## config.mk

```make
export PLATFORM = sky130hd
export DESIGN_NAME = gate_exerciser
export DESIGN_NICKNAME = d
export VERILOG_FILES = /design/src/rtl/gate_ex_pkg.sv /design/src/rtl/gate_expect.sv /design/src/rtl/gate_exerciser.sv
export SDC_FILE = /design/constraint.sdc
export NUM_CORES = 1
export LEC_CHECK = 0
export ABC_AREA = 1
export CAP_MARGIN = 30
export CORE_UTILIZATION = 26
export DETAILED_ROUTE_END_ITERATION = 6
export PLACE_DENSITY_LB_ADDON = 0.08
export SYNTH_ARGS = -nofsm -noshare
export SYNTH_HDL_FRONTEND = slang
export SYNTH_SLANG_ARGS = --single-unit
```

## constraint.sdc

```tcl
create_clock -name clk -period 1.55 [get_ports clk]
set_input_delay 0.155 -clock clk [delete_from_list [all_inputs] [get_ports clk]]
set_output_delay 0.155 -clock clk [all_outputs]
set_load 0.01 [all_outputs]
```

## src/rtl/gate_ex_pkg.sv

```systemverilog
// -----------------------------------------------------------------------------
// gate_ex_pkg
// Shared definitions for the gate exerciser:
//   - FSM state encoding
//   - bit positions of the 7-bit returned gate vector {ny,ay,oy,nay,noy,xoy,xny}
//   - expected gate responses for the four {a,b} stimulus vectors
//   - a saturating increment helper for the mismatch counter
// -----------------------------------------------------------------------------
package gate_ex_pkg;

    // Sweep controller states.
    typedef enum logic [1:0] {
        ST_IDLE   = 2'd0,
        ST_SETTLE = 2'd1,
        ST_CHECK  = 2'd2,
        ST_DONE   = 2'd3
    } gx_state_e;

    // Width and bit order of the returned gate vector, MSB first:
    // {ny, ay, oy, nay, noy, xoy, xny}.
    localparam int unsigned OUT_W   = 7;
    localparam int unsigned BIT_NY  = 6;
    localparam int unsigned BIT_AY  = 5;
    localparam int unsigned BIT_OY  = 4;
    localparam int unsigned BIT_NAY = 3;
    localparam int unsigned BIT_NOY = 2;
    localparam int unsigned BIT_XOY = 1;
    localparam int unsigned BIT_XNY = 0;

    // Expected gate vector for each stimulus {a,b}.
    localparam logic [OUT_W-1:0] EXP_AB_00 = 7'b1001101;
    localparam logic [OUT_W-1:0] EXP_AB_01 = 7'b1011010;
    localparam logic [OUT_W-1:0] EXP_AB_10 = 7'b0011010;
    localparam logic [OUT_W-1:0] EXP_AB_11 = 7'b0110001;

    // Index of the last vector in a sweep.
    localparam logic [1:0] LAST_IDX = 2'd3;

    // Saturating 3-bit increment; the counter tops out at 4 in practice,
    // saturation just keeps a corrupted count from wrapping back to zero.
    function automatic logic [2:0] sat_inc3(input logic [2:0] v);
        logic [2:0] r;
        if (v == 3'd7) begin
            r = v;
        end else begin
            r = v + 3'd1;
        end
        return r;
    endfunction

endpackage : gate_ex_pkg

```

## src/rtl/gate_expect.sv

```systemverilog
// -----------------------------------------------------------------------------
// gate_expect
// Combinational lookup of the expected gate-block response for a sweep index.
// The index maps directly to the stimulus: a = idx[1], b = idx[0].
// Ports:
//   idx [1:0]  sweep index (stimulus vector number)
//   exp [6:0]  expected {ny,ay,oy,nay,noy,xoy,xny}
// -----------------------------------------------------------------------------
module gate_expect
    import gate_ex_pkg::*;
(
    input  logic [1:0]       idx,
    output logic [OUT_W-1:0] exp
);

    // Truth-table lookup for the current vector.
    always_comb begin
        exp = EXP_AB_00;
        case (idx)
            2'd0:    exp = EXP_AB_00;
            2'd1:    exp = EXP_AB_01;
            2'd2:    exp = EXP_AB_10;
            2'd3:    exp = EXP_AB_11;
            default: exp = EXP_AB_00;
        endcase
    end

endmodule : gate_expect

```

## src/rtl/gate_exerciser.sv

```systemverilog
// -----------------------------------------------------------------------------
// gate_exerciser
// Drives the four {a,b} input combinations into an external 2-input gate block,
// waits SETTLE cycles for each, then compares the seven returned gate outputs
// against the expected truth table and accumulates the result.
//
// Parameters:
//   SETTLE   cycles spent in SETTLE per vector before the CHECK cycle (1..15)
// Ports:
//   clk      rising-edge clock
//   rst      synchronous active-high reset
//   start    one-cycle sweep request, accepted in IDLE or DONE only
//   a, b     registered stimulus to the gate block
//   ny..xny  gate block outputs under test
//   busy     sweep in progress
//   done     sweep finished; held until the next accepted start or reset
//   pass     valid with done; 1 when no vector mismatched
//   err_cnt  number of vectors with at least one mismatching output
//   err_vec  sticky OR of mismatch bits, ordered {ny,ay,oy,nay,noy,xoy,xny}
//
// Timing: each vector occupies SETTLE cycles in SETTLE plus one CHECK cycle,
// so done rises 4*(SETTLE+1) cycles after the start-accept edge.
// -----------------------------------------------------------------------------
module gate_exerciser
    import gate_ex_pkg::*;
#(
    parameter int unsigned SETTLE = 2
) (
    input  logic       clk,
    input  logic       rst,
    input  logic       start,
    output logic       a,
    output logic       b,
    input  logic       ny,
    input  logic       ay,
    input  logic       oy,
    input  logic       nay,
    input  logic       noy,
    input  logic       xoy,
    input  logic       xny,
    output logic       busy,
    output logic       done,
    output logic       pass,
    output logic [2:0] err_cnt,
    output logic [6:0] err_vec
);

    // Settle counter value on which SETTLE hands over to CHECK.
    localparam logic [3:0] SETTLE_LAST = 4'(SETTLE - 1);

    gx_state_e        state_q, state_d;
    logic [1:0]       idx_q, idx_d;
    logic [3:0]       cnt_q, cnt_d;
    logic             a_q, a_d;
    logic             b_q, b_d;
    logic             busy_q, busy_d;
    logic             done_q, done_d;
    logic             pass_q, pass_d;
    logic [2:0]       err_cnt_q, err_cnt_d;
    logic [OUT_W-1:0] err_vec_q, err_vec_d;

    logic [OUT_W-1:0] obs_s;
    logic [OUT_W-1:0] exp_s;
    logic [OUT_W-1:0] mism_s;
    logic [2:0]       err_cnt_upd_s;
    logic [OUT_W-1:0] err_vec_upd_s;

    gate_expect u_expect (
        .idx (idx_q),
        .exp (exp_s)
    );

    // Gather the returned gate outputs in the shared bit order and find mismatches.
    always_comb begin
        obs_s          = '0;
        obs_s[BIT_NY]  = ny;
        obs_s[BIT_AY]  = ay;
        obs_s[BIT_OY]  = oy;
        obs_s[BIT_NAY] = nay;
        obs_s[BIT_NOY] = noy;
        obs_s[BIT_XOY] = xoy;
        obs_s[BIT_XNY] = xny;
        mism_s         = obs_s ^ exp_s;
    end

    // Error accumulation for the vector under check; only committed in CHECK.
    always_comb begin
        err_cnt_upd_s = err_cnt_q;
        err_vec_upd_s = err_vec_q | mism_s;
        if (mism_s != 7'd0) begin
            err_cnt_upd_s = sat_inc3(err_cnt_q);
        end else begin
            err_cnt_upd_s = err_cnt_q;
        end
    end

    // Next-state and next-output logic for the sweep controller.
    always_comb begin
        state_d   = state_q;
        idx_d     = idx_q;
        cnt_d     = cnt_q;
        a_d       = a_q;
        b_d       = b_q;
        busy_d    = busy_q;
        done_d    = done_q;
        pass_d    = pass_q;
        err_cnt_d = err_cnt_q;
        err_vec_d = err_vec_q;

        case (state_q)
            ST_IDLE, ST_DONE: begin
                // a/b keep their last values here; a new start restarts at 00.
                if (start) begin
                    state_d   = ST_SETTLE;
                    idx_d     = 2'd0;
                    cnt_d     = 4'd0;
                    a_d       = 1'b0;
                    b_d       = 1'b0;
                    busy_d    = 1'b1;
                    done_d    = 1'b0;
                    pass_d    = 1'b0;
                    err_cnt_d = 3'd0;
                    err_vec_d = 7'd0;
                end else begin
                    state_d = state_q;
                end
            end

            ST_SETTLE: begin
                cnt_d = cnt_q + 4'd1;
                if (cnt_q == SETTLE_LAST) begin
                    state_d = ST_CHECK;
                end else begin
                    state_d = ST_SETTLE;
                end
            end

            ST_CHECK: begin
                err_cnt_d = err_cnt_upd_s;
                err_vec_d = err_vec_upd_s;
                if (idx_q != LAST_IDX) begin
                    state_d        = ST_SETTLE;
                    idx_d          = idx_q + 2'd1;
                    {a_d, b_d}     = idx_q + 2'd1;
                    cnt_d          = 4'd0;
                end else begin
                    // Pass is judged on the count that includes this last vector.
                    state_d = ST_DONE;
                    busy_d  = 1'b0;
                    done_d  = 1'b1;
                    pass_d  = (err_cnt_upd_s == 3'd0);
                end
            end

            default: begin
                // Unreachable encoding: fall back to a quiet idle.
                state_d   = ST_IDLE;
                idx_d     = 2'd0;
                cnt_d     = 4'd0;
                busy_d    = 1'b0;
                done_d    = 1'b0;
                pass_d    = 1'b0;
            end
        endcase
    end

    // State and output registers with synchronous reset.
    always_ff @(posedge clk) begin
        if (rst) begin
            state_q   <= ST_IDLE;
            idx_q     <= 2'd0;
            cnt_q     <= 4'd0;
            a_q       <= 1'b0;
            b_q       <= 1'b0;
            busy_q    <= 1'b0;
            done_q    <= 1'b0;
            pass_q    <= 1'b0;
            err_cnt_q <= 3'd0;
            err_vec_q <= 7'd0;
        end else begin
            state_q   <= state_d;
            idx_q     <= idx_d;
            cnt_q     <= cnt_d;
            a_q       <= a_d;
            b_q       <= b_d;
            busy_q    <= busy_d;
            done_q    <= done_d;
            pass_q    <= pass_d;
            err_cnt_q <= err_cnt_d;
            err_vec_q <= err_vec_d;
        end
    end

    assign a       = a_q;
    assign b       = b_q;
    assign busy    = busy_q;
    assign done    = done_q;
    assign pass    = pass_q;
    assign err_cnt = err_cnt_q;
    assign err_vec = err_vec_q;

endmodule : gate_exerciser
```

-- After elaboration in Yosys (flattened, before gate mapping)
Cells that the tools add are included.
W data, S select, Z words.
- register bits after elaboration: 23
- output and inout bits: 15
- add/sub/neg operators: 3
- equality and inequality tests: 12
- mux-type cells: 29
- bitwise gates (word level): 2
- reductions and logical operators: 10
- operator list (kind ; count):
    $pmux W7 S4 ; 1
    $pmux W7 S2 ; 1
    $pmux W4 S3 ; 1
    $mux W2 ; 5
    $pmux W1 S2 ; 5
    $mux W3 ; 3
    $eq A2 B2 Y1 const B ; 4
    $mux W4 ; 2
    $ne A2 B2 Y1 const B ; 4
    $mux W1 ; 7
    $mux W7 ; 1
    $or A7 B7 Y7 ; 1
    $reduce_bool A7 Y1 ; 1
    $xor A7 B7 Y7 ; 1
    $pmux W2 S3 ; 1
    $pmux W3 S2 ; 1
    $reduce_and A3 Y1 ; 2
    $add A4 B1 Y4 const B ; 1
    $eq A2 B1 Y1 const B ; 2
    $eq A4 B1 Y1 const B ; 1
    $logic_not A2 Y1 ; 2
    $pmux W2 S2 ; 1
    $reduce_and A2 Y1 ; 2
    $add A3 B1 Y3 const B ; 1
    5 further kinds ; 5

-- Longest topological paths before layout
Gate-level depths: netlist of the first run.
- depth in word-level cells: 8
- gate-level depth with buffers: 13
- mapped depth without buffers: 13

-- By module
From an unflattened synthesis of the first run, not the netlist that was laid out.
- cells, all modules: 175
- area, all modules: 1201.2 um2
- modules (own cells, without submodules) (module ; instances ; cells each ; area each (um2)):
    gate_exerciser ; 1 ; 162 ; 1108.6
    gate_expect ; 1 ; 13 ; 92.6

-- Least setup slack after synthesis of the first run
No wires, ideal clock.
- kind: reg2reg
- from: reg idx_q[1]
- to: reg pass_q (netlist: pass)
- setup time: 0.067 ns
- arrival: 1.587 ns
- data required time: 1.483 ns
- setup slack: -0.104 ns
- cell stages (with the launch flop): 14
- buffers on the path: 0
- clock period less this slack: 1.654 ns
- cells stage by stage: dfxtp_1 -> inv_1 -> ha_1 -> inv_1 -> nand2_1 -> nand2_1 -> nand2_1 -> nor2_2 -> nand2_1 -> nand2_1 -> nand2_1 -> nor2_2 -> nand2_1 -> a21oi_2
- cells in the longest elaborated chain, start to end: 8
- RTL lines (what ; line ; RTL):
    from (decl) ; gate_exerciser.sv:52 ; logic [1:0] idx_q, idx_d;
    from (signal assigned) ; gate_exerciser.sv:182 ; idx_q <= idx_d;
    $eq A2 B2 Y1, or another cell as far along ; gate_expect.sv:19 ; case (idx)
    $pmux W7 S4 ; gate_expect.sv:19 ;
    $xor A7 B7 Y7 ; gate_exerciser.sv:83 ; mism_s = obs_s ^ exp_s;
    $reduce_bool A7 Y1 ; gate_exerciser.sv:90 ; if (mism_s != 7'd0) begin
    $mux W3 ; gate_exerciser.sv:90 ;
    $logic_not A3 Y1 ; gate_exerciser.sv:151 ; pass_d = (err_cnt_upd_s == 3'd0);
    $mux W1 ; gate_exerciser.sv:141 ; if (idx_q != LAST_IDX) begin
    $pmux W1 S2 ; gate_exerciser.sv:110 ; case (state_q)
    to (signal assigned) ; gate_exerciser.sv:188 ; pass_q <= pass_d;
    to (decl) ; gate_exerciser.sv:58 ; logic pass_q, pass_d;
Several ways; a longest one is shown, not always the timed one. The select of a mux whose other input is x is not followed.
A chain may end at the register's enable or synchronous reset.

-- Worst setup path after layout of the first run
Same ends and word-level chain as after synthesis.

==> implementation parameters, run 1 <==
Parameter                              Value

Outcome
  Outcome    completed

Critical path
  Capturing point of the worst reg2reg path    pass$_SDFFE_PP0P_
  Worst Reg2Reg Path Length in Cells    13
  Required time at the worst-slack endpoint    1.75 ns
  Register-to-register setup slack    0.001 ns
  Number of buffer and inverter instances along the worst setup path    2
  CP Data Arrival Time    1.75 ns
  Most prevalent standard cell on the critical path    sky130_fd_sc_hd__nand2_2
  Largest stage delay on the critical path    approximately 0.35 ns
  Capturing element type of the critical path    register
  Type of origin of the critical path    register
  Slowest-stage cell, CP    sky130_fd_sc_hd__dfxtp_2
  CP max FO    4
  Worst flop-to-flop path startpoint    idx_q[1]$_SDFFE_PP0P_
  Cell family with most CP delay    simple AND/OR/NAND/NOR gates
  Type of the worst setup path    register to register
  Chain of cells forming the critical path    inv_2 > ha_4 > inv_2 > nand2_2 > nand2_2 > nand2_2 > nor2_4 > nand2_2 > nand2_1 > nand2_2 > nor2_2 > nand2_1 > a21oi_2

Floorplanning
  Starting utilization of the core area    a little over a quarter
  Total die area    4880 sq um
  Height of the chip    69.86 microns
  Std cell rows    24
  Core outline area    ~4400 sq um
  Io pins    25
  Die width    69.86 microns

Flow run
  Max_cap viols    0

Pwr
  Relative contribution of sequential cells to total power    44.9%
  Post-layout power    1.316 mW
  PD cells    approximately 730 nW/um^2
  Leakage power figure    0.7551 nW
  Power share of the clock group    between 20 and 30%
  Total internal power    0.9274 mW
  Worst IR Drop VDD    0.2993 mV
  P_sw    0.3891 mW
  Combinational cell fraction of total power    27.5%
  Sw frac    29.55%

Route
  Number of nets still failing antenna checks after routing    0
  Length of the first detailed-routing pass in iterations    4
  Final wirelength    3.054 mm
  Detailed-route wire length per cell    11.27 microns
  Post-DR vias/cell    between 4 and 5
  DRC    0
  Total vias in the final route    1215
  Detailed router's first-iteration violation count    42

Yosys
  Portion of the post-synthesis area used by sequential elements    between 30% and 40%
  Async set-reset flop share out of synthesis    0%
  Seq cells post-synth    21
  Synth warnings    0
  Net count after synthesis    between 150 and 200
  Post-synth EDFFs    0
  Post-synthesis instance area    1197 sq um
  Post-Syn Area per Cell    6.882 sq um
  Most common flop cell mapped by yosys    sky130_fd_sc_hd__dfxtp_1
  Count of unique library cells instantiated by Yosys    22
  Post-synthesis cell count    174

Cells and area
  Area grow syn2layout    50.26%
  Fill count    472
  Area taken by flip-flops and latches    426.7 sq um
  Post-layout net count    239
  # diodes    0
  Area taken by multi-input logic gates    767.0 sq um
  Fraction of layout cells with a size suffix above 1    31.05%
  Post-layout instance area    1799 sq um

Placed design
  Port bufs    24
  Post-placement cell area    1647 sq um
  Placer's final routability congestion estimate    0.7722
  Worst-case setup slack after placement    -0.07526 ns
  Placed wire-length estimate    approximately 2.3 mm

Hold path
  Hold wc startpoint    done$_SDFFE_PP0P_
  Hold Crit Endpoint    done$_SDFFE_PP0P_
  Hold Crit Class    register to register
  Hold path depth    2

Timing
  Final count of pins violating max slew    0
  Crit path time final    1.549 ns
  Worst Setup Slack, final    0.001444 ns
  Worst clock skew    0.001466 ns
  Number of failing setup endpoints in the final timing report    0
  Maximum frequency from static timing analysis    645.8 MHz
  Number of hold violations in the final report    0
  Relative max-transition margin    between 70% and 80%
  Unrepaired setup endpoints after global routing    yes
  Setup_tns    0 ns
  Slew at the pin closest to its max-slew limit    0.3008 ns
  Final worst path period share    99.91%

Clock tree
  CTS tree    done
  H-tree levels    1
  Num CTS Buffers    3
  Clock slew at the register clock pins of the worst setup and hold paths    0.08 ns
  Num Clock Sinks    21
  Cell at the root of the clock tree    sky130_fd_sc_hd__clkbuf_8
  Number of buffers between clock root and the deepest sink    2
  Clock latency on the worst-skew pair    0.26 ns

GRT
  Antenna violations before repair    0
  Global-route congestion overflow total    0
  Via count of the first global-routing pass    around 1.2k
  Wire length of the first global-routing pass    ~5.2 mm
  Largest net degree at the start of global routing    12
  Tot GR Track Use    between 10% and 20%
==> area by class of cell <==
type                            instances  share of cell area [%]
Multi-Input combinational cell        124                   42.63
Sequential cell                        21                   23.71
Timing Repair Buffer                   42                   21.56
Inverter                               28                   5.981
Tap cell                               52                   3.616
Clock buffer                            4                   2.503
==> per-layer routing <==
| layer | up-vias | routed length, microns | GRT usage (%) |
|---|---|---|---|
| met5 | - | 0 | 0 |
| met3 | 6 | 88 | 2.165 |
| li1 | 640 | - | - |
| met1 | 551 | 1369 | 15.30 |
| met4 | 0 | 44 | 5.111 |
| met2 | 18 | 1551 | 23.72 |
==> cells by family (layout without fill, tap and decap cells) <==
group | Yosys count | in the layout | share of synthesized area, %
AND/OR/NAND/NOR | 88 | 88 | 32.91
XOR/XNOR | 2 | 2 | 1.463
flip-flops | 21 | 21 | 35.11
buffers and inverters | 29 | 74 | 9.091
AO/OA/AOI/OAI | 25 | 25 | 12.02
adder cells (fa/ha/maj) | 9 | 9 | 9.405
==> state kept, by name (all words and copies together), names as in the netlist <==
signal   cells
cnt_q        4
busy         1
idx_q        2
err_vec      7
pass         1
state_q      2
done         1
err_cnt      3
==> repair_timing <==
action                                  in CTS  in global routing
pin swaps                                    9                 12
hold buffers                                 0                  0
setup buffers                                0                  2
gates resized for setup                     14                 19
endpoints found under the setup margin       4                 19
==> Yosys cell counts (3+ instances only) <==
cell type	number	area (sq um)
sky130_fd_sc_hd__nand2_1	48	180.2
sky130_fd_sc_hd__dfxtp_1	21	420.4
sky130_fd_sc_hd__nor2_1	14	52.55
sky130_fd_sc_hd__inv_1	26	97.59
sky130_fd_sc_hd__ha_1	9	112.6
sky130_fd_sc_hd__o21ai_0	4	20.02
sky130_fd_sc_hd__nand3_1	11	55.05
sky130_fd_sc_hd__a21oi_1	10	50.05
sky130_fd_sc_hd__nor2_2	6	37.54
sky130_fd_sc_hd__nand2_2	4	25.02
sky130_fd_sc_hd__a31oi_1	6	37.54
sky130_fd_sc_hd__nor2_4	3	33.78
==> layout by cell type, fill, tap and decap left out, types with 2 or more instances in the layout <==
cell type	count
sky130_fd_sc_hd__ha_2	2
sky130_fd_sc_hd__ha_4	2
sky130_fd_sc_hd__nand3_1	11
sky130_fd_sc_hd__nand2_2	17
sky130_fd_sc_hd__nand2_1	35
sky130_fd_sc_hd__o21ai_0	4
sky130_fd_sc_hd__dfxtp_2	2
sky130_fd_sc_hd__buf_4	17
sky130_fd_sc_hd__nor2_2	4
sky130_fd_sc_hd__a21oi_2	3
sky130_fd_sc_hd__clkdlybuf4s50_1	24
sky130_fd_sc_hd__inv_2	7
sky130_fd_sc_hd__a21oi_1	8
sky130_fd_sc_hd__ha_1	5
sky130_fd_sc_hd__clkbuf_8	3
sky130_fd_sc_hd__inv_1	20
sky130_fd_sc_hd__nor2_4	6
sky130_fd_sc_hd__dfxtp_1	18
sky130_fd_sc_hd__a31oi_1	6
sky130_fd_sc_hd__nor3_1	2
sky130_fd_sc_hd__nor2_1	13
==> through the flow <==
stage	cells	hold slack (ns)	util, %
6_report	271	0.4649	41.04
2_1_floorplan	174	0.3416	-
5_1_grt	271	0.4989	41.04
3_5_place_dp	265	0.4541	37.56
4_1_cts	269	0.4688	39.21
3_3_place_gp	265	0.4503	37.56
==> worst max-delay path by stage <==
stage                          startpoint                end  slack (ns)  depth (start not counted)
finish              idx_q[1]$_SDFFE_PP0P_  pass$_SDFFE_PP0P_       0.001                         13
global route        idx_q[1]$_SDFFE_PP0P_  pass$_SDFFE_PP0P_       -0.11                         13
CTS                 idx_q[0]$_SDFFE_PP0P_  pass$_SDFFE_PP0P_       -0.04                         13
detailed placement  idx_q[0]$_SDFFE_PP0P_  pass$_SDFFE_PP0P_       -0.08                         13
global placement    idx_q[0]$_SDFFE_PP0P_  pass$_SDFFE_PP0P_       -0.03                         13
floorplan           idx_q[1]$_SDFFE_PP0P_  pass$_SDFFE_PP0P_        0.04                         13
==> tightest hold or removal path, cell delays in order, from the launching register on <==
cell,delay (ns)
sky130_fd_sc_hd__dfxtp_1,0.31
sky130_fd_sc_hd__nand2_1,0.07
sky130_fd_sc_hd__a21oi_2,0.05
==> power groups by stage <==
| stage | clock network (mW) | logic (mW) | registers (mW) |
|---|---|---|---|
| 2_1_floorplan | 0 | 0.163 | 0.610 |
| 3_3_place_gp | 0 | 0.320 | 0.602 |
| 3_5_place_dp | 0 | 0.328 | 0.603 |
| 4_1_cts | 0.382 | 0.333 | 0.589 |
| 5_1_grt | 0.404 | 0.403 | 0.595 |
| 6_report | 0.363 | 0.362 | 0.591 |
Note: power is estimated with default switching activity, not from simulation.
==> run 2: changes to the inputs <==
--- a/config.mk
+++ b/config.mk
@@ -7,9 +7,12 @@
 export LEC_CHECK = 0
 export ABC_AREA = 1
 export CAP_MARGIN = 30
+export CORE_MARGIN = 5
 export CORE_UTILIZATION = 26
 export DETAILED_ROUTE_END_ITERATION = 6
+export DONT_BUFFER_PORTS = 1
 export PLACE_DENSITY_LB_ADDON = 0.08
 export SYNTH_ARGS = -nofsm -noshare
 export SYNTH_HDL_FRONTEND = slang
+export SYNTH_HIERARCHICAL = 1
 export SYNTH_SLANG_ARGS = --single-unit
==> run 2 against run 1 <==
Against the previous run: the run now ends with negative hold slack, negative setup slack left; synthesized cell count grew 0.57%; wire length rose by 2.1%; critical path depth rose by 1; clock power increased by 5.8%; combinational power increased by 8.0%; clock skew grew 0.0054 ns; total power increased by 5.5%; critical endpoint unchanged; highest routed layer unchanged.
==> implementation parameters, run 2 <==
Parameter                              Value

Floorplanning
  Height of the chip    77.97 microns (was 69.86 microns)
  Core outline area    4414 sq um (was 4384 sq um)
  Std cell rows    24 (unchanged)
  Starting utilization of the core area    27.21% (was 27.31%)
  Io pins    25 (unchanged)
  Total die area    6079 sq um (was 4880 sq um)
  Die width    77.97 microns (was 69.86 microns)

Timing
  Worst clock skew    0.006838 ns (was 0.001466 ns)
  Maximum frequency from static timing analysis    628.3 MHz (was 645.8 MHz)
  Worst Setup Slack, final    -0.04157 ns (was 0.001444 ns)
  Unrepaired setup endpoints after global routing    yes (unchanged)
  Slew at the pin closest to its max-slew limit    0.2269 ns (was 0.3008 ns)
  Final count of pins violating max slew    0 (unchanged)
  Final worst path period share    102.7% (was 99.91%)
  Crit path time final    1.592 ns (was 1.549 ns)
  Number of failing setup endpoints in the final timing report    3 (was 0)
  Min Hold Slack    -0.06486 ns (was 0.4649 ns)
  Relative max-transition margin    84.85% (was 79.86%)
  Number of hold violations in the final report    8 (was 0)

Outcome
  Failing checks    negative hold slack, negative setup slack
  Outcome    finished with violations (was completed)

Pwr
  Power share of the clock group    27.6% (about the same)
  Leakage power figure    0.7996 nW (was 0.7551 nW)
  Post-layout power    1.389 mW (was 1.316 mW)
  PD cells    794.5 nW/um^2 (was 731.7 nW/um^2)
  P_sw    0.4395 mW (was 0.3891 mW)
  Relative contribution of sequential cells to total power    44.2% (was 44.9%)
  Sw frac    31.64% (was 29.55%)
  Worst IR Drop VDD    0.5204 mV (was 0.2993 mV)
  Total internal power    0.9493 mW (was 0.9274 mW)
  Combinational cell fraction of total power    28.2% (was 27.5%)

Yosys
  Most numerous cell in the Yosys netlist    sky130_fd_sc_hd__nand2_1 (unchanged)
  Count of unique library cells instantiated by Yosys    20 (was 22)
  Async set-reset flop share out of synthesis    0% (unchanged)
  Post-synthesis cell count    175 (was 174)
  Post-synthesis instance area    1201 sq um (was 1197 sq um)
  Seq cells post-synth    21 (unchanged)
  Post-Syn Area per Cell    6.864 sq um (was 6.882 sq um)
  Top cells by area, synth    sky130_fd_sc_hd__dfxtp_1 35%, sky130_fd_sc_hd__nand2_1 15%, sky130_fd_sc_hd__ha_1 11% (was sky130_fd_sc_hd__dfxtp_1 35%, sky130_fd_sc_hd__nand2_1 15%, sky130_fd_sc_hd__ha_1 9.4%)
  List of most frequent post-synthesis cells    48 x sky130_fd_sc_hd__nand2_1, 28 x sky130_fd_sc_hd__inv_1, 21 x sky130_fd_sc_hd__dfxtp_1, 17 x sky130_fd_sc_hd__nor2_1 (was 48 x sky130_fd_sc_hd__nand2_1, 26 x sky130_fd_sc_hd__inv_1, 21 x sky130_fd_sc_hd__dfxtp_1, 14 x sky130_fd_sc_hd__nor2_1, 11 x sky130_fd_sc_hd__nand3_1)
  Post-synth EDFFs    0 (unchanged)
  Most common flop cell mapped by yosys    sky130_fd_sc_hd__dfxtp_1 (unchanged)
  Net count after synthesis    196 (was 193)
  Cell accounting for the most synthesized area    sky130_fd_sc_hd__dfxtp_1 (unchanged)
  Synth warnings    6 (was 0)
  Area share of the largest cell type after synthesis    35.00% (was 35.11%)
  Portion of the post-synthesis area used by sequential elements    35.00% (was 35.11%)

Cells and area
  Flip-flop count of the largest register, all copies and words added    7 (unchanged)
  Fraction of layout cells with a size suffix above 1    40.78% (was 31.05%)
  Most common cell after layout, fill and taps aside    sky130_fd_sc_hd__nand2_1 (unchanged)
  # diodes    0 (unchanged)
  Post-layout net count    228 (was 239)
  Commonest non-fill, non-tap cells in the layout    37 x sky130_fd_sc_hd__nand2_1, 26 x sky130_fd_sc_hd__buf_4, 22 x sky130_fd_sc_hd__inv_1, 17 x sky130_fd_sc_hd__dfxtp_1, 14 x sky130_fd_sc_hd__nor2_1 (was 35 x sky130_fd_sc_hd__nand2_1, 24 x sky130_fd_sc_hd__clkdlybuf4s50_1, 20 x sky130_fd_sc_hd__inv_1, 18 x sky130_fd_sc_hd__dfxtp_1)
  Non-filler cells in the finished layout    258 (was 271)
  Final core utilization    39.60% (was 41.04%)
  Area grow syn2layout    45.52% (was 50.26%)

Critical path
  Chain of cells forming the critical path    inv_4 > ha_4 > inv_2 > inv_2 > nand2_2 > nand2_1 > nand2_1 > nor2_2 > nand2_2 > nand2_1 > nand2_2 > nor2_1 > nand2_1 > a21oi_1 (was inv_2 > ha_4 > inv_2 > nand2_2 > nand2_2 > nand2_2 > nor2_4 > nand2_2 > nand2_1 > nand2_2 > nor2_2 > nand2_1 > a21oi_2)
  Type of origin of the critical path    register (unchanged)
  CP max FO    5 (was 4)
  Required time at the worst-slack endpoint    1.76 ns (was 1.75 ns)
  Largest stage delay on the critical path    0.40 ns (was 0.35 ns)
  Slowest-stage cell, CP    sky130_fd_sc_hd__dfxtp_4 (was sky130_fd_sc_hd__dfxtp_2)
  Cell family with most CP delay    simple AND/OR/NAND/NOR gates (unchanged)
  CP Data Arrival Time    1.80 ns (was 1.75 ns)
  Type of the worst setup path    register to register (unchanged)
  Most prevalent standard cell on the critical path    sky130_fd_sc_hd__nand2_1 (was sky130_fd_sc_hd__nand2_2)
  Number of buffer and inverter instances along the worst setup path    3 (was 2)
  Capturing element type of the critical path    register (unchanged)

Placed design
  Instance count after placement with tap cells included    248 (was 265)
  Placer's final routability congestion estimate    0.7711 (was 0.7722)
  Placed wire-length estimate    2.376 mm (was 2.318 mm)
  Port bufs    0 (was 24)

Hold path
  Hold Crit Class    input port to register (was register to register)

Clock tree
  Clock slew at the register clock pins of the worst setup and hold paths    0.09 ns (was 0.08 ns)
  Cell at the root of the clock tree    sky130_fd_sc_hd__clkbuf_8 (unchanged)
  CTS tree    done (unchanged)
  H-tree levels    1 (unchanged)
  Num CTS Buffers    3 (unchanged)
  Num Clock Sinks    21 (unchanged)
  Number of buffers between clock root and the deepest sink    2 (unchanged)
  Clock latency on the worst-skew pair    0.27 ns (was 0.26 ns)

Route
  Detailed router's first-iteration violation count    17 (was 42)
  Total vias in the final route    1167 (was 1215)
  Length of the first detailed-routing pass in iterations    4 (unchanged)
  DRC    0 (unchanged)
  Post-DR vias/cell    4.523 (was 4.483)
  Final wirelength    3.118 mm (was 3.054 mm)
  Detailed-route wire length per cell    12.09 microns (was 11.27 microns)
  Number of nets still failing antenna checks after routing    0 (unchanged)

GRT
  Global-route congestion overflow total    0 (unchanged)
  Wire length of the first global-routing pass    5.147 mm (was 5.168 mm)
  Most used routing layer in global routing    met2 (unchanged)
  M3 GR Usage    4.514% (was 2.165%)
  Largest net degree at the start of global routing    14 (was 12)
  Via count of the first global-routing pass    1160 (was 1183)
  Grt met2 use    18.53% (was 23.72%)
  Tot GR Track Use    10.45% (was 13.11%)
  Met1 routing resource usage after global routing    11.62% (was 15.30%)
  Antenna violations before repair    0 (unchanged)

Flow run
  Max_cap viols    0 (unchanged)
-- run 2: per-stage QoR --
stage                     area [sq um]  hold slack, ns  setup TNS [ns]  setup slack [ns]
after CTS                         1607        -0.07746        -0.05833          -0.05204
final                             1748        -0.06486        -0.06842          -0.04157
after floorplan                   1226          0.3333               0           0.02734
after global routing              1748        -0.08475         -0.7373           -0.2153
after global placement            1461          0.2220        -0.09936          -0.08318
after detailed placement          1461          0.2178         -0.1191          -0.08374
-- run 2: cell type report --
type / count / area, sq um
multi-input cells: 118 / 817.0
fillers: 447 / 2666
clock buffers: 3 / 41.29
repair buffers: 29 / 246.5
well taps: 52 / 65.06
flip-flops and latches: 21 / 430.4
inverters: 34 / 140.1
clock inverters: 1 / 7.507
-- run 2: repair_timing --
action / CTS / global route
pin swaps: 8 / 13
setup endpoints to repair: 4 / 20
resized for setup: 18 / 29
buffers inserted: 4 / 2
hold endpoints to repair: 8 / 8
-- run 2: worst register-to-register path: stages, from the launching register on --
cell	delay [ns]
sky130_fd_sc_hd__dfxtp_4	0.40
sky130_fd_sc_hd__inv_4	0.06
sky130_fd_sc_hd__ha_4	0.27
sky130_fd_sc_hd__inv_2	0.04
sky130_fd_sc_hd__inv_2	0.04
sky130_fd_sc_hd__nand2_2	0.04
sky130_fd_sc_hd__nand2_1	0.05
sky130_fd_sc_hd__nand2_1	0.06
sky130_fd_sc_hd__nor2_2	0.12
sky130_fd_sc_hd__nand2_2	0.08
sky130_fd_sc_hd__nand2_1	0.08
sky130_fd_sc_hd__nand2_2	0.05
sky130_fd_sc_hd__nor2_1	0.09
sky130_fd_sc_hd__nand2_1	0.06
sky130_fd_sc_hd__a21oi_1	0.11
-- run 2: path summary, 6_finish.rpt --
kind | start | slack (ns) | cells after the start | to
min reg2reg | state_q[1]$_SDFFE_PP0N_ | 0.49 | 2 | state_q[1]$_SDFFE_PP0N_
min | rst | -0.06 | 1 | err_cnt[0]$_SDFFE_PP0P_
max | b$_SDFFE_PP0P_ | -0.04 | 14 | pass$_SDFFE_PP0P_
max reg2reg | b$_SDFFE_PP0P_ | -0.04 | 14 | pass$_SDFFE_PP0P_
-- run 2: cells by family after synthesis --
family,count (synthesis),synth area share (%)
buffers and inverters,36,11.87
and+or+nand+nor,78,27.08
adders and majority gates,11,11.46
xor gates and xnor gates,3,2.188
AOI/OAI and AO/OA,26,12.40
DFF,21,35.00
-- run 2: layer usage --
layer	part of all wire (%)	routed length, microns
met1	42	1302
met2	49	1542
met3	8.3	259
met4	0.45	14
met5	0	0
-- run 2: power groups by stage --
stage / Clock (mW) / Combinational (mW) / Sequential (mW)
final: 0.384 / 0.391 / 0.614
after global routing: 0.425 / 0.434 / 0.621
after CTS: 0.402 / 0.333 / 0.613
after detailed placement: 0 / 0.318 / 0.625
after global placement: 0 / 0.313 / 0.624
after floorplan: 0 / 0.190 / 0.618
==> run 3: changes to the inputs <==
--- a/config.mk
+++ b/config.mk
@@ -7,6 +7,7 @@
 export LEC_CHECK = 0
 export ABC_AREA = 1
 export CAP_MARGIN = 30
+export CORE_ASPECT_RATIO = 1.2
 export CORE_MARGIN = 5
 export CORE_UTILIZATION = 26
 export DETAILED_ROUTE_END_ITERATION = 6
==> constraint.sdc (replaced) <==
create_clock -name clk -period 1.4 [get_ports clk]
set_input_delay 0.14 -clock clk [delete_from_list [all_inputs] [get_ports clk]]
set_output_delay 0.14 -clock clk [all_outputs]
set_load 0.01 [all_outputs]
==> run 3 against run 2 <==
Against the previous run: the flow still finishes with violations (negative hold slack, negative setup slack); combinational power up 14%; design area up 0.79%; count of clock-buffer cells in the layout unchanged; sequential cell count is the same; critical path depth unchanged; largest cell class unchanged; highest routed layer unchanged; die area hardly changed; register-to-register slack lost 0.22 ns; utilization fell by 0.68 points.
==> implementation parameters, run 3 (same netlist as run 2, synthesis figures left out) <==
Parameter                              Value

Floorplanning
  Total die area    6085 sq um (was 6079 sq um)
  Die width    72.05 microns (was 77.97 microns)
  Io pins    25 (unchanged)
  Core outline area    4527 sq um (was 4414 sq um)
  Starting utilization of the core area    26.53% (was 27.21%)
  Height of the chip    84.46 microns (was 77.97 microns)
  Std cell rows    27 (was 24)

Critical path
  CP max FO    6 (was 5)
  First element of the critical path    b$_SDFFE_PP0P_ (unchanged)
  Number of buffer and inverter instances along the worst setup path    3 (unchanged)
  Number of stages on the worst setup path    14 (unchanged)
  Chain of cells forming the critical path    inv_4 > ha_4 > inv_2 > inv_2 > nand2_2 > nand2_1 > nand2_1 > nor2_2 > nand2_2 > nand2_1 > nand2_2 > nor2_1 > nand2_1 > a21oi_1 (unchanged)
  Most prevalent standard cell on the critical path    sky130_fd_sc_hd__nand2_1 (unchanged)
  Slowest-stage cell, CP    sky130_fd_sc_hd__dfxtp_4 (unchanged)
  CP Data Arrival Time    1.86 ns (was 1.80 ns)
  Worst flop-to-flop path startpoint    b$_SDFFE_PP0P_ (unchanged)
  Register-to-register setup slack    -0.26 ns (was -0.04 ns)
  Capturing element type of the critical path    register (unchanged)
  Largest stage delay on the critical path    0.39 ns (was 0.40 ns)
  Required time at the worst-slack endpoint    1.60 ns (was 1.76 ns)
  Type of the worst setup path    register to register (unchanged)
  Timing endpoint of the critical path    pass$_SDFFE_PP0P_ (unchanged)
  Capturing point of the worst reg2reg path    pass$_SDFFE_PP0P_ (unchanged)
  Cell family with most CP delay    simple AND/OR/NAND/NOR gates (unchanged)
  Worst Reg2Reg Path Length in Cells    14 (unchanged)
  Type of origin of the critical path    register (unchanged)

Placed design
  Placed wire-length estimate    2.386 mm (was 2.376 mm)
  Port bufs    0 (unchanged)
  Worst-case setup slack after placement    -0.2434 ns (was -0.08374 ns)
  Instance count after placement with tap cells included    259 (was 248)
  Placer's final routability congestion estimate    0.7468 (was 0.7711)

Pwr
  Worst IR Drop VDD    0.4649 mV (was 0.5204 mV)
  PD cells    874.9 nW/um^2 (was 794.5 nW/um^2)
  Post-layout power    1.541 mW (was 1.389 mW)
  Leakage power figure    0.7991 nW (was 0.7996 nW)

Route
  Total vias in the final route    1180 (was 1167)
  WL met2    1.625 mm (was 1.542 mm)
  Met1 routed wirelength after detailed routing    1.213 mm (was 1.302 mm)
  Detailed router's first-iteration violation count    57 (was 17)
  Top routing layer used    met4 (unchanged)
  Post-DR vias/cell    4.419 (was 4.523)
  Metal3 WL    206 microns (was 259 microns)
  Length of the first detailed-routing pass in iterations    4 (unchanged)
  DRC    0 (unchanged)
  Final wirelength    3.083 mm (was 3.118 mm)
  Detailed-route wire length per cell    11.55 microns (was 12.09 microns)
  Number of nets still failing antenna checks after routing    0 (unchanged)

Timing
  Relative max-transition margin    85.63% (was 84.85%)
  Final count of pins violating max slew    0 (unchanged)
  Min Hold Slack    -0.07842 ns (was -0.06486 ns)
  Maximum frequency from static timing analysis    601.1 MHz (was 628.3 MHz)
  Number of failing setup endpoints in the final timing report    12 (was 3)
  Worst clock skew    0.006120 ns (was 0.006838 ns)
  Slew at the pin closest to its max-slew limit    0.2152 ns (was 0.2269 ns)
  Crit path time final    1.664 ns (was 1.592 ns)
  Number of hold violations in the final report    8 (unchanged)
  Worst Setup Slack, final    -0.2637 ns (was -0.04157 ns)
  Final worst path period share    118.8% (was 102.7%)
  Unrepaired setup endpoints after global routing    yes (unchanged)

Clock tree
  Num CTS Buffers    3 (unchanged)
  CTS tree    done (unchanged)
  Num Clock Sinks    21 (unchanged)
  Number of buffers between clock root and the deepest sink    2 (unchanged)
  H-tree levels    1 (unchanged)
  Clock slew at the register clock pins of the worst setup and hold paths    0.08 ns (was 0.09 ns)
  Clock latency on the worst-skew pair    0.26 ns (was 0.27 ns)
  Cell at the root of the clock tree    sky130_fd_sc_hd__clkbuf_8 (unchanged)

GRT
  Global-route congestion overflow total    0 (unchanged)
  Tot GR Track Use    10.90% (was 10.45%)
  Largest net degree at the start of global routing    13 (was 14)
  Antenna violations before repair    0 (unchanged)
  Wire length of the first global-routing pass    5.388 mm (was 5.147 mm)
  Via count of the first global-routing pass    1240 (was 1160)

Outcome
  Failing checks    negative hold slack, negative setup slack (unchanged)
  Outcome    finished with violations (unchanged)

Hold path
  Hold Crit Class    input port to register (unchanged)

Cells and area
  Non-filler cells in the finished layout    267 (was 258)
  Final core utilization    38.92% (was 39.60%)
  Flip-flop count of the largest register, all copies and words added    7 (unchanged)
  Fraction of layout cells with a size suffix above 1    40.19% (was 40.78%)
  Area grow syn2layout    46.67% (was 45.52%)
  Post-layout net count    231 (was 228)
  # diodes    0 (unchanged)
  Commonest non-fill, non-tap cells in the layout    40 x sky130_fd_sc_hd__nand2_1, 27 x sky130_fd_sc_hd__buf_4, 23 x sky130_fd_sc_hd__inv_1, 17 x sky130_fd_sc_hd__dfxtp_1, 13 x sky130_fd_sc_hd__nor2_1 (was 37 x sky130_fd_sc_hd__nand2_1, 26 x sky130_fd_sc_hd__buf_4, 22 x sky130_fd_sc_hd__inv_1, 17 x sky130_fd_sc_hd__dfxtp_1, 14 x sky130_fd_sc_hd__nor2_1)
  Most common cell after layout, fill and taps aside    sky130_fd_sc_hd__nand2_1 (unchanged)

Flow run
  Max_cap viols    0 (unchanged)
[run 3: worst min path at each step]
stage,to,from,slack (ns),cells after the start
after floorplan,state_q[1]$_SDFFE_PP0N_,start,0.31,3
after global placement,state_q[0]$_SDFFE_PP0N_,rst,0.21,1
after detailed placement,busy$_SDFFE_PP0P_,rst,0.21,1
after CTS,state_q[1]$_SDFFE_PP0N_,rst,-0.09,1
after global routing,state_q[1]$_SDFFE_PP0N_,rst,-0.10,1
final,state_q[1]$_SDFFE_PP0N_,rst,-0.08,1
[run 3: per-stage QoR]
step | setup TNS, ns | hold WS (ns) | area [sq um]
2_1_floorplan | -0.5493 | 0.3105 | 1261
3_3_place_gp | -0.6127 | 0.2100 | 1541
3_5_place_dp | -0.7309 | 0.2132 | 1541
4_1_cts | -0.8235 | -0.08911 | 1644
5_1_grt | -2.386 | -0.1004 | 1762
6_report | -0.8532 | -0.07842 | 1762
[run 3: layout make-up]
type	count	area (sq um)
clock buffers	3	41.29
clock inverters	1	5.005
fillers	492	2765
inverters	34	140.1
multi-input cells	118	813.3
flip-flops and latches	21	430.4
well taps	58	72.57
repair buffers	32	259.0
[run 3: repair_timing]
action	in CTS	in global routing
hold endpoints to repair	8	8
pin swaps	6	16
buffers inserted	3	3
cloned	0	0
endpoints found under the setup margin	19	21
gates resized for setup	9	29
[run 3: layer usage]
metal	global-route usage, %	vias to the layer above
met5	0	-
met4	4.957	0
met3	3.114	4
met2	19.48	24
met1	11.61	540
li1	-	612
[run 3: report_power, final]
group | switching (mW) | total (mW) | leakage, nW | internal (mW)
Clock | 0.213 | 0.412 | 0.0255 | 0.199
Sequential | 0.0472 | 0.682 | 0.173 | 0.635
Combinational | 0.228 | 0.447 | 0.600 | 0.219
Total | 0.488 | 1.54 | 0.799 | 1.05
[run 3: worst register-to-register path: stages, from the launching register on]
cell	delay (ns)
sky130_fd_sc_hd__dfxtp_4	0.39
sky130_fd_sc_hd__inv_4	0.06
sky130_fd_sc_hd__ha_4	0.28
sky130_fd_sc_hd__inv_2	0.04
sky130_fd_sc_hd__inv_2	0.04
sky130_fd_sc_hd__nand2_2	0.04
sky130_fd_sc_hd__nand2_1	0.05
sky130_fd_sc_hd__nand2_1	0.06
sky130_fd_sc_hd__nor2_2	0.11
sky130_fd_sc_hd__nand2_2	0.08
sky130_fd_sc_hd__nand2_1	0.08
sky130_fd_sc_hd__nand2_2	0.05
sky130_fd_sc_hd__nor2_1	0.12
sky130_fd_sc_hd__nand2_1	0.07
sky130_fd_sc_hd__a21oi_1	0.11
